[src/rtl/load_store_unit.sv]
// Load/store sequencer between the core execute stage and a single-port word memory.
// Splits word-crossing accesses into two memory cycles and handles lane shifting and extension.
module load_store_unit (
  input  logic        clk,
  input  logic        reset,
  input  logic        req_valid,
  output logic        req_ready,
  input  logic        req_write,
  input  logic [1:0]  req_size,
  input  logic        req_unsigned,
  input  logic [31:0] req_address,
  input  logic [31:0] req_wdata,
  output logic        resp_valid,
  output logic [31:0] resp_rdata,
  input  logic [31:0] read_memory_data,
  output logic [31:0] read_memory_address,
  output logic [31:0] write_memory_data,
  output logic [31:0] write_memory_address,
  output logic [31:0] write_memory_mask,
  output logic        memory_write_enable
);

  typedef enum logic [2:0] {
    S_IDLE, S_RD0, S_RD1, S_RWAIT, S_WR0, S_WR1, S_RESP
  } state_e;

  function automatic logic [2:0] size_bytes(input logic [1:0] sz);
    case (sz)
      2'd0:    return 3'd1;
      2'd1:    return 3'd2;
      default: return 3'd4;
    endcase
  endfunction

  function automatic logic [31:0] byte_mask(input logic [2:0] nb);
    case (nb)
      3'd1:    return 32'h0000_00FF;
      3'd2:    return 32'h0000_FFFF;
      default: return 32'hFFFF_FFFF;
    endcase
  endfunction

  // Selects the 32 bits starting at byte offset o of the 64-bit pair {hi,lo}.
  function automatic logic [31:0] lane_select(input logic [31:0] hi, input logic [31:0] lo,
                                              input logic [1:0] o);
    case (o)
      2'd0:    return lo;
      2'd1:    return {hi[7:0],  lo[31:8]};
      2'd2:    return {hi[15:0], lo[31:16]};
      default: return {hi[23:0], lo[31:24]};
    endcase
  endfunction

  function automatic logic [31:0] extend(input logic [31:0] r, input logic [2:0] nb,
                                         input logic uns);
    case (nb)
      3'd1:    return {{24{~uns & r[7]}},  r[7:0]};
      3'd2:    return {{16{~uns & r[15]}}, r[15:0]};
      default: return r;
    endcase
  endfunction

  state_e      state_q, state_d;
  logic [31:0] lo_q, lo_d, hi_d;
  logic [1:0]  off_q, off_d;
  logic [2:0]  nb_q, nb_d;
  logic        cross_q, cross_d;
  logic        uns_q, uns_d;
  logic [31:0] wdata_q, wdata_d;
  logic [31:0] lword_q, lword_d;
  logic [63:0] wd64, wm64;

  logic        req_ready_q, req_ready_d;
  logic        resp_valid_q, resp_valid_d;
  logic [31:0] rdata_q, rdata_d;
  logic [31:0] raddr_q, raddr_d;
  logic        we_q, we_d;
  logic [31:0] waddr_q, waddr_d;
  logic [31:0] wdo_q, wdo_d;
  logic [31:0] wmask_q, wmask_d;

  always_comb begin
    state_d = state_q;
    lo_d    = lo_q;
    off_d   = off_q;
    nb_d    = nb_q;
    cross_d = cross_q;
    uns_d   = uns_q;
    wdata_d = wdata_q;
    lword_d = lword_q;
    rdata_d = rdata_q;

    case (state_q)
      S_IDLE: begin
        if (req_valid) begin
          lo_d    = {req_address[31:2], 2'b00};
          off_d   = req_address[1:0];
          nb_d    = size_bytes(req_size);
          cross_d = ({1'b0, req_address[1:0]} + size_bytes(req_size)) > 3'd4;
          uns_d   = req_unsigned;
          wdata_d = req_wdata;
          state_d = req_write ? S_WR0 : S_RD0;
        end
      end
      S_RD0:   state_d = cross_q ? S_RD1 : S_RWAIT;
      S_RD1: begin
        lword_d = read_memory_data;
        state_d = S_RWAIT;
      end
      S_RWAIT: begin
        if (cross_q)
          rdata_d = extend(lane_select(read_memory_data, lword_q, off_q), nb_q, uns_q);
        else
          rdata_d = extend(lane_select(32'h0, read_memory_data, off_q), nb_q, uns_q);
        state_d = S_RESP;
      end
      // Store responses present zero read data.
      S_WR0: begin
        if (cross_q) begin
          state_d = S_WR1;
        end else begin
          rdata_d = 32'h0;
          state_d = S_RESP;
        end
      end
      S_WR1: begin
        rdata_d = 32'h0;
        state_d = S_RESP;
      end
      default: state_d = S_IDLE;
    endcase

    // Outputs are registered: derive the values for the state being entered.
    hi_d         = lo_d + 32'd4;
    wd64         = {32'h0, wdata_d} << {off_d, 3'b000};
    wm64         = {32'h0, byte_mask(nb_d)} << {off_d, 3'b000};
    req_ready_d  = (state_d == S_IDLE);
    resp_valid_d = (state_d == S_RESP);
    raddr_d      = 32'h0;
    we_d         = 1'b0;
    waddr_d      = 32'h0;
    wdo_d        = 32'h0;
    wmask_d      = 32'h0;
    case (state_d)
      S_RD0: raddr_d = lo_d;
      S_RD1: raddr_d = hi_d;
      S_WR0: begin
        we_d    = 1'b1;
        waddr_d = lo_d;
        wdo_d   = wd64[31:0];
        wmask_d = wm64[31:0];
      end
      S_WR1: begin
        we_d    = 1'b1;
        waddr_d = hi_d;
        wdo_d   = wd64[63:32];
        wmask_d = wm64[63:32];
      end
      default: ;
    endcase
  end

  always_ff @(posedge clk or negedge reset) begin
    if (!reset) begin
      state_q      <= S_IDLE;
      req_ready_q  <= 1'b1;
      resp_valid_q <= 1'b0;
      rdata_q      <= 32'h0;
      raddr_q      <= 32'h0;
      we_q         <= 1'b0;
      waddr_q      <= 32'h0;
      wdo_q        <= 32'h0;
      wmask_q      <= 32'h0;
    end else begin
      state_q      <= state_d;
      req_ready_q  <= req_ready_d;
      resp_valid_q <= resp_valid_d;
      rdata_q      <= rdata_d;
      raddr_q      <= raddr_d;
      we_q         <= we_d;
      waddr_q      <= waddr_d;
      wdo_q        <= wdo_d;
      wmask_q      <= wmask_d;
    end
  end

  // Request fields are only consumed under state control, so they need no reset.
  always_ff @(posedge clk) begin
    lo_q    <= lo_d;
    off_q   <= off_d;
    nb_q    <= nb_d;
    cross_q <= cross_d;
    uns_q   <= uns_d;
    wdata_q <= wdata_d;
    lword_q <= lword_d;
  end

  assign req_ready            = req_ready_q;
  assign resp_valid           = resp_valid_q;
  assign resp_rdata           = rdata_q;
  assign read_memory_address  = raddr_q;
  assign memory_write_enable  = we_q;
  assign write_memory_address = waddr_q;
  assign write_memory_data    = wdo_q;
  assign write_memory_mask    = wmask_q;

endmodule

[config.mk]
export PLATFORM = sky130hd
export DESIGN_NAME = load_store_unit
export DESIGN_NICKNAME = d
export VERILOG_FILES = /design/src/rtl/load_store_unit.sv
export SDC_FILE = /design/constraint.sdc
export NUM_CORES = 1
export LEC_CHECK = 0
export ABC_AREA = 1
export CORE_MARGIN = 1.5
export CORE_UTILIZATION = 25
export CTS_CLUSTER_SIZE = 40
export DETAILED_ROUTE_END_ITERATION = 6
export GPL_TIMING_DRIVEN = 1
export SLEW_MARGIN = 20
export SYNTH_ARGS = -nofsm -noshare
export SYNTH_HDL_FRONTEND = slang
export SYNTH_SLANG_ARGS = --single-unit
[constraint.sdc]
create_clock -name clk -period 8.1 [get_ports clk]
set_input_delay 1.62 -clock clk [delete_from_list [all_inputs] [get_ports clk]]
set_output_delay 1.62 -clock clk [all_outputs]
set_load 0.01 [all_outputs]
# [Word level (Yosys, flattened, before mapping)]
# Cells that the tools add are included.
[word_totals] register_bits=269 in_bits=103 word_cells=86
[classes] addsub=2 n_lt_le_gt_ge=1 eq_ne=18 shift=2 n_mux=33 bitwise=5 n_reduce_logical=9
[op_table] cell="32-bit case mux with 2 select lines" count=7
[op_table] cell="32-bit 2-to-1 mux" count=10
[op_table] cell="32-bit case mux with 3 select lines" count=3
[op_table] cell="32-bit by 5-bit << shifter with 64-bit output" count=2
[op_table] cell="32-bit by 3-bit adder with 32-bit output, second input constant" count=1
[op_table] cell="3-bit 2-to-1 mux" count=6
[op_table] cell="3-bit by 2-bit == test with 1-bit output, second input constant" count=5
[op_table] cell="3-bit == test, second input constant" count=5
[op_table] cell="3-bit case mux with 5 select lines" count=1
[op_table] cell="3-bit by 1-bit == test with 1-bit output, second input constant" count=4
[op_table] cell="3-bit logical NOT" count=2
[op_table] cell="2-bit 2-to-1 mux" count=3
[op_table] cell="3-bit case mux with 2 select lines" count=1
[op_table] cell="1-bit bitwise AND" count=4
[op_table] cell="2-bit by 1-bit == test with 1-bit output, second input constant" count=2
[op_table] cell="2-bit logical NOT" count=2
[op_table] cell="2-bit AND reduction" count=2
[op_table] cell="2-bit OR reduction" count=2
[op_table] cell="2-bit by 3-bit adder with 3-bit output" count=1
[op_table] cell="3-bit > comparator, second input constant" count=1
[op_table] cell="3-bit nonzero test" count=1
[op_table] cell="2-bit == test, second input constant" count=1
[op_table] cell="1-bit 2-to-1 mux" count=2
[op_table] cell="2-bit inequality test, second input constant" count=1
[op_table] cell="1-bit inverter" count=1

# [Logic depth before layout (Yosys ltp)]
# Gate-level depths: netlist of run 1.
[logic_depth] word_depth=8 ltp_mapped=15

# [Least setup slack after synthesis of run 1]
# Ideal clock, no wire load.
[synth_path] path_type="reg-to-reg" start="register state_q[2]" end="register raddr_q[24], in the netlist read_memory_address[24]" setup_time_ns=0.118 arrival_time_ns=3.650 required_time_ns=7.982 path_slack_ns=4.332 path_stages_with_launch=9 n_path_buf=2 period_less_slack_ns=3.768 cell_sequence="dfrtp_1 buf_4 nor3_1 nor4_2 nand3_2 inv_2 buf_2 nand3_1 nand2_1"
[synth_via] elab_chain_len=5 elab_cells_between_ends=14
[synth_rtl] element="start: declaration" line_no="63" rtl="state_e state_q, state_d;"
[synth_rtl] element="start signal: assignment" line_no="175" rtl="state_q <= state_d;"
[synth_rtl] element="branches (longest 4 deep; another with 32-bit by 3-bit adder with 32-bit output)"
[synth_rtl] element="32-bit case mux with 2 select lines *" line_no="144" rtl="case (state_d)"
[synth_rtl] element="via raddr_d[24]" line_no="76" rtl="logic [31:0] raddr_q, raddr_d;"
[synth_rtl] element="end signal: assignment" line_no="179" rtl="raddr_q <= raddr_d;"
[synth_rtl] element="end: declaration" line_no="76"
# Mark *: on every way through the listed nets, which the timed path passes.
# A chain may end at the register's enable or synchronous reset.

# [Final worst setup path of run 1]
[layout_path] start="input port req_valid" end="register wdo_q[18], in the netlist write_memory_data[18]"
[layout_via] elab_chain_len=4 elab_cells_between_ends=10
[layout_rtl] element="start: declaration" line_no="6" rtl="input logic req_valid,"
[layout_rtl] element="32-bit 2-to-1 mux (tied with other cells)" line_no="95" rtl="if (req_valid) begin"
[layout_rtl] element="32-bit 2-to-1 mux (tied with other cells)" line_no="93" rtl="case (state_q)"
[layout_rtl] element="32-bit by 5-bit << shifter with 64-bit output or 3-bit == test (tied branches)" line_no="135, 144"
[layout_rtl] element="32-bit case mux with 2 select lines *" line_no="144"
[layout_rtl] element="via wdo_d[18]" line_no="79" rtl="logic [31:0] wdo_q, wdo_d;"
[layout_rtl] element="end signal: assignment" line_no="182" rtl="wdo_q <= wdo_d;"
[layout_rtl] element="end: declaration" line_no="79"
# Mark *: on every way through the listed nets, which the timed path passes. The rest lies on a longest branch.

==> results.md, run 1 <==
- Final WL: approximately 50 mm
- Pwr Total: 6.34 mW
- Critical Path Max Stage Delay: 0.76 ns
- Sum Neg Setup Slack: 0 ns
- Failing checks: design-rule violations
- Hold EP: read_memory_address[1]
- Detail Route Antenna Nets: 0
- Startpoint Class: primary input
- Smallest hold slack: 0.450 ns
- I/O pin count: 266
- Async SR Flop Fraction: 57.3%
- Slack of the worst reg-to-reg path: roughly 4 ns
- Initial antenna violation count: 4
- Crit. End Element: register
- Achievable Freq: 205 MHz
- Clock tree from TritonCTS: done
- CTS sink count: 241
- Peak VDD IR: 0.176 mV
- Mean number of vias per cell: 4.88
- LEAKAGE: roughly 7.6 nW
- Max-cap violations: 0
- RSZ-0062 raised after global routing: no
- Worst-path fanout max: 52
- Switching share of power: a little under half
- DRC violations left: 1
- Die height: 229 µm
- Area after DPL: 0.0158 mm²
- Switching power total: ~2.9 mW
- Gate power share: between 40% and 50%
- Period Utilization, post-route: ~60%
- Largest net degree at the start of global routing: 75
- Clock insertion delay at the later pin of the skew report: 0.58 ns
- Initial drt markers: 1236
- Final Hold Violating Endpoints: 0
- Place WS: 2.67 ns
- Post-route cell area: 0.0168 mm²
- Core area: between 0.05 and 0.06 mm²
- EDFF count, synth: 34
- Tmin final: 4.89 ns
- Synthesis-stage register bit count: 241
- Hold Crit Class: register to register
- Number of global-route vias before repair: between 10000 and 15000
- Total CTS buffers: 29
- Main flop type after synthesis: dfrtp_1
- Worst Max-Slew Pin Slew: 0.996 ns
- Worst path arrival time: 5.34 ns
- Post-CTS Setup Inserts: 0
- Slew HR: 33.6%
- # nets final: between 2000 and 2500
- Fraction of layout cells with a size suffix above 1: 6.41%
- Crit path cell chain: buf_2 > nand3_2 > inv_1 > buf_4 > nand2_1 > nand2_1 > buf_4 > inv_1 > nor2_1 > nor2_1 > o211ai_1 > o21ai_1
- Number of cells on the worst reg-to-reg path: 12
- Effective utilization at floorplan: roughly 25%
- P_int: 3.48 mW
- Synthesis-to-finish area growth: 31.6%
- Hold depth: 2
- Library cells used by synthesis: 44
- Pins Over Slew Limit: 0
- Cell count after synthesis: around 1700
- CP max stage cell: nand3_2
- Worst Hold Launch: lo_q[1]
- Power density cells: roughly 380 mW/mm²
- Final WS setup: 3.21 ns
- GR Overflow Total: 0
- FF-to-FF End: write_memory_data[18]
- Die Span X: between 200 and 250 µm
- Setup Crit Path Kind: primary input to register
- Gr usage total: 18.5%
- Post-cts hold buffer count: 0
- CP top delay family: buffers and inverters
- Outcome: finished, violations left
- Clock network fraction of total power: 22.1%
- Post-Syn Area: roughly 0.013 mm²
- Vias: 12800
- CTS root buf: clkbuf_16
- Iteration count of the initial detailed-routing pass: 7
- Worst Path Required: between 8 and 9 ns
- Worst r2r src: state_q[1]
- Post-cts resize count: 0
- Detail Placement HPWL: 35.5 mm
- Syn_nets: between 1500 and 2000
- Syn_area_per_cell: 7.39 µm²
- First-pass GRT wire length: 75.3 mm
- Fill count: 5200
- Clock slew at reported path FFs: 0.06 ns
- Gp weighted congestion: 0.973
- Final setup viols: 0
- Input/output buffers: 265
- Clock Path Buffers: 3
- Die Footprint: roughly 0.053 mm²
- Sequential share of the synthesized area: 45.8%
- CP Buf/Inv Count: 5
- Row count: 82
- Layout Skew: 0.00801 ns
- Sequential Power Share: between 20% and 30%
- DR WL/cell: between 15 and 20 µm
- YS warnings: 0
- H-Tree Depth: 1
-- kinds of logic (layout without fill, tap and decap cells) --
logic type               after synthesis  count (layout)  share of synthesized area [%]
AO/OA/AOI/OAI                        285             285                           13.8
XOR/XNOR                               7               7                          0.479
adder cells (fa/ha/maj)                3               3                          0.352
buffers and inverters                269             486                           9.59
flip-flops                           241             241                           45.8
other                                  0               1                              0
AND/OR/NAND/NOR                      927             927                           30.0
-- routing by layer --
layer / global-route usage [%] / part of all wire, % / up-vias
li1: - / - / 6034
met1: 25.5 / 45 / 6083
met2: 29.6 / 46 / 582
met3: 3.14 / 6.8 / 82
met4: 5.26 / 2.7 / 4
met5: 0 / 0.054 / -
-- worst max-delay path by stage --
stage / slack [ns] / cells past startpoint / from / end
finish: 3.21 / 12 / req_valid / write_memory_data[18]
global route: 2.85 / 12 / req_valid / write_memory_data[18]
CTS: 3.28 / 12 / req_valid / write_memory_data[18]
global placement: 2.70 / 12 / req_valid / write_memory_data[18]
detailed placement: 2.67 / 12 / req_valid / write_memory_data[18]
floorplan: 4.33 / 8 / state_q[2] / read_memory_address[24]
-- cell usage in the layout, fill, tap and decap left out, types with 5 or more instances in the layout --
cell,instances
a22o_1,6
a221oi_1,5
buf_4,11
inv_1,139
a211oi_2,6
o21ai_2,8
clkbuf_16,32
o21ai_1,32
dfrtp_1,137
o221ai_1,9
nand2_2,10
o2111ai_1,12
nand3_1,104
nand4_1,34
dfxtp_1,69
o22ai_1,46
clkdlybuf4s50_1,263
o211ai_1,32
edfxtp_1,34
nand2_1,646
or2_2,6
xor2_1,7
or2_0,9
o21ai_0,82
inv_2,13
a21oi_1,45
nor2_1,99
-- power by group through the flow --
stage	combinational (mW)	sequential, mW	clock [mW]
finish	3.10	1.84	1.40
global route	3.42	1.88	1.48
CTS	3.06	1.84	1.43
detailed placement	3.04	1.85	0
global placement	3.01	1.85	0
floorplan	1.94	1.85	0
-- worst register-to-register path, cell delays in order, from the launching register on --
cell and delay (ns):
dfrtp_1 0.44, nor2_4 0.60, nand3_2 0.69, inv_1 0.21, buf_4 0.44, nand2_1 0.10, nand2_1 0.08, buf_4 0.35
inv_1 0.42, nor2_1 0.27, nor2_1 0.11, o211ai_1 0.14, o21ai_1 0.09
-- layout make-up --
cell class	instances	area, µm²	share of cell area [%]
Antenna cell	1	2.50	0.0149
Clock buffer	39	857	5.09
Clock inverter	15	183	1.08
Inverter	154	581	3.45
Multi-Input combinational cell	1222	5740	34.1
Sequential cell	241	5860	34.8
Tap cell	672	841	4.99
Timing Repair Buffer	278	2790	16.5
-- cells in the mapped netlist, types with 4 or more instances --
| cell type | instances | area share, % |
|---|---|---|
| or2_2 | 6 | 0.29 |
| a211oi_2 | 6 | 0.59 |
| nand4_1 | 34 | 1.7 |
| buf_4 | 37 | 2.2 |
| a21oi_1 | 45 | 1.8 |
| nor2_4 | 4 | 0.35 |
| dfrtp_1 | 137 | 27 |
| dfxtp_1 | 69 | 11 |
| a22o_1 | 6 | 0.41 |
| nand2_1 | 647 | 19 |
| o211ai_1 | 32 | 1.9 |
| o21ai_0 | 82 | 3.2 |
| o21ai_1 | 32 | 1.3 |
| nand2_2 | 9 | 0.44 |
| o221ai_1 | 9 | 0.62 |
| nand3_2 | 4 | 0.31 |
| buf_6 | 6 | 0.53 |
| o22ai_1 | 46 | 2.2 |
| o21ai_2 | 9 | 0.62 |
| or2_0 | 9 | 0.44 |
| edfxtp_1 | 34 | 8.0 |
| nor2_1 | 101 | 3.0 |
| nand3_1 | 104 | 4.1 |
| xor2_1 | 7 | 0.48 |
| clkbuf_1 | 42 | 1.2 |
| inv_2 | 13 | 0.38 |
| buf_1 | 5 | 0.15 |
| o2111ai_1 | 12 | 0.82 |
| inv_1 | 139 | 4.1 |
| buf_2 | 24 | 0.94 |
| a221oi_1 | 5 | 0.34 |
-- flip-flops by register name, indices dropped and copies added, names as in the netlist --
register,flops
lo_q,32
off_q,2
state_q,3
uns_q,1
write_memory_data,32
resp_rdata,32
lword_q,32
nb_q,3
cross_q,1
req_ready,1
wdata_q,32
resp_valid,1
memory_write_enable,1
write_memory_address,32
read_memory_address,32
write_memory_mask,4
-- per-stage QoR --
stage                     instances  util, %
after detailed placement       2565     31.3
after global placement         2565     31.3
after floorplan                1732        -
final                          2622     33.4
after global routing           2622     33.4
after CTS                      2619     33.3
(Power assumes the default switching activity.)
==> run 2: changes to the inputs <==
==> constraint.sdc (replaced) <==
create_clock -name clk -period 4.1 [get_ports clk]
set_input_delay 0.82 -clock clk [delete_from_list [all_inputs] [get_ports clk]]
set_output_delay 0.82 -clock clk [all_outputs]
set_load 0.01 [all_outputs]
==> run 2 against run 1 <==
Effect of this change:
- the run now ends clean
- clock power grew 99%
- sequential power rose by 97%
- clock skew is 0.011 ns higher
- combinational power grew 98%
- final cell count increased by 0.57%
- largest power group unchanged
- wire length decreased by 1.2%
==> results.md, run 2 (synthesized netlist as in run 1, its figures left out) <==
- Power density cells: 741 mW/mm² (+97%)
- Mean number of vias per cell: 4.88 (+0.14%)
- Die Span X: 229 µm (unchanged)
- Critical Path Max Stage Delay: 0.53 ns (-0.23 ns)
- Post-cts resize count: 0 (unchanged)
- Post-CTS Setup Inserts: 0 (unchanged)
- Gp weighted congestion: 0.962 (-1.1%)
- Row count: 82 (unchanged)
- Synthesis-to-finish area growth: 32.3%
- Switching share of power: 45.0% (about the same)
- Pins Over Slew Limit: 0 (unchanged)
- Input/output buffers: 265 (unchanged)
- Effective utilization at floorplan: 25.4% (unchanged)
- Initial antenna violation count: 2 (-2)
- # nets final: 2045 (+0.64%)
- DR WL/cell: 18.7 µm (-1.7%)
- Gr usage total: 18.2% (-0.24 points)
- Startpoint Class: register
- Worst-path fanout max: 37 (-29%)
- Final setup viols: 0 (unchanged)
- LEAKAGE: 7.63 nW (+0.80%)
- Initial drt markers: 1421 (+15%)
- Crit. End Element: register
- CP top delay family: buffers and inverters
- Detail Placement HPWL: 35.3 mm (-0.45%)
- Gate power share: 48.9% (about the same)
- Total CTS buffers: 30 (+3.4%)
- Worst Max-Slew Pin Slew: 0.923 ns (-0.0726 ns)
- Detail Route Antenna Nets: 0 (unchanged)
- Largest net degree at the start of global routing: 72 (-4.0%)
- Worst r2r src: state_q[2]
- Dpl cells: 2578 (+0.51%)
- Layout Skew: 0.0194 ns (+0.0114 ns)
- Commonest non-fill, non-tap cells in the layout: nand2_1, clkdlybuf4s50_1, inv_1, dfrtp_1, nand3_1
- CP Buf/Inv Count: 4 (-1)
- Post-layout util: 33.6% (+0.17 points)
- Final Hold Violating Endpoints: 0 (unchanged)
- Period Utilization, post-route: 77.6%
- Commonest non-fill, non-tap cell in the layout: nand2_1
- Outcome: finished clean
- I/O pin count: 266 (unchanged)
- RSZ-0062 raised after global routing: no
- Most used cell, CP: nor2_1
- Final WL: 49.2 mm (-1.2%)
- Hold Crit Class: primary input to async pin
- Clock network fraction of total power: 22.2% (about the same)
- Core area: 0.0504 mm² (unchanged)
- Fraction of layout cells with a size suffix above 1: 7.13% (+0.72 points)
- Clock slew at reported path FFs: 0.07 ns (about the same)
- Slew HR: 38.4% (+4.8 points)
- Die height: 229 µm (unchanged)
- Vias: 12900 (+0.71%)
- Post-cts hold buffer count: 0 (unchanged)
- Peak VDD IR: 0.307 mV (+74%)
- First-pass GRT wire length: 74.7 mm (-0.85%)
- P_int: 6.90 mW (+98%)
- H-Tree Depth: 1 (unchanged)
- CTS root buf: clkbuf_16
- Crit path cell chain: inv_4 > nand3_2 > buf_4 > nand2_1 > o21ai_4 > buf_16 > inv_2 > nor2_1 > nor2_1 > o211ai_1 > o21ai_1
- Place WS: 0.460 ns (-2.21 ns)
- Tmin final: 3.18 ns
- CP startpoint: state_q[2]
- Clock tree from TritonCTS: done
- Clock Path Buffers: 3 (unchanged)
- Number of global-route vias before repair: 12300 (+0.72%)
- CTS sink count: 241 (unchanged)
- Sum Neg Setup Slack: 0 ns (unchanged)
- Sequential Power Share: 28.9% (about the same)
- CP max stage cell: dfrtp_1
- GR Overflow Total: 0 (unchanged)
- Final WS setup: 0.917 ns (-2.30 ns)
- Worst path arrival time: 3.68 ns (-1.66 ns)
- Clock insertion delay at the later pin of the skew report: 0.59 ns (about the same)
- Worst Path Required: 4.60 ns (-3.96 ns)
- Iteration count of the initial detailed-routing pass: 7 (unchanged)
- Switching power total: 5.65 mW (+98%)
- Final cell count without fillers: 2637 (+0.57%)
- Max-cap violations: 0 (unchanged)
- Setup Crit Path Kind: register to register
- Achievable Freq: around 310 MHz
- Die Footprint: 0.0526 mm² (unchanged)
- DRC violations left: 0 (-1)
-- run 2: changes by cell type in the layout (fill, tap and decap cells not counted), moves of 2 or more --
cell	before	now
clkbuf_16	32	30
clkinv_2	3	5
inv_6	1	4
clkinv_1	3	1
buf_4	11	23
clkbuf_8	3	1
inv_4	1	3
-- run 2: path summary, 6_finish.rpt --
check                      depth (start not counted)  slack, ns                  endpoint
setup reg to reg                                  11       0.92     write_memory_data[18]
min in group clk                                   2       0.46    read_memory_address[1]
setup / recovery                                  11       0.92     write_memory_data[18]
hold / removal                                     1       0.25             resp_rdata[4]
max in group asynchronous                          2       2.95  write_memory_address[25]
hold reg to reg                                    2       0.46    read_memory_address[1]
-- run 2: routing by layer --
metal  share of wire [%]  GRT usage [%]  up-vias
met2                  46           30.0      587
met5                   0              0        -
li1                    -              -     6075
met4                 2.3           4.65        0
met1                  44           24.5     6145
met3                 7.8           3.59       69
-- run 2: layout make-up --
type                            instances  area, µm²
Clock buffer                           35        779
Sequential cell                       241       5860
Inverter                              154        581
Multi-Input combinational cell       1222       5740
Timing Repair Buffer                  290       2870
Clock inverter                         21        265
Tap cell                              672        841
Antenna cell                            2       5.00
Fill cell                            5241      33400
-- run 2: per-stage QoR --
step	power, mW	hold WS [ns]	area [µm²]
global placement	9.64	0.438	15900
floorplan	7.49	0.425	12800
CTS	12.5	0.268	16900
global route	13.4	0.300	16900
finish	12.6	0.250	16900
detailed placement	9.67	0.445	15900
-- run 2: power groups by stage --
stage                     Clock (mW)  Sequential (mW)  Combinational (mW)
after floorplan                    0             3.65                3.84
after global placement             0             3.65                5.99
after detailed placement           0             3.65                6.02
after CTS                       2.84             3.63                6.06
after global routing            2.93             3.71                6.78
final                           2.78             3.63                6.14
-- run 2: worst reg2reg max path, stage by stage (launching register included) --
cell and delay (ns):
dfrtp_1 0.53, inv_4 0.34, nand3_2 0.44, buf_4 0.34
nand2_1 0.11, o21ai_4 0.13, buf_16 0.22, inv_2 0.32
nor2_1 0.13, nor2_1 0.28, o211ai_1 0.14, o21ai_1 0.12
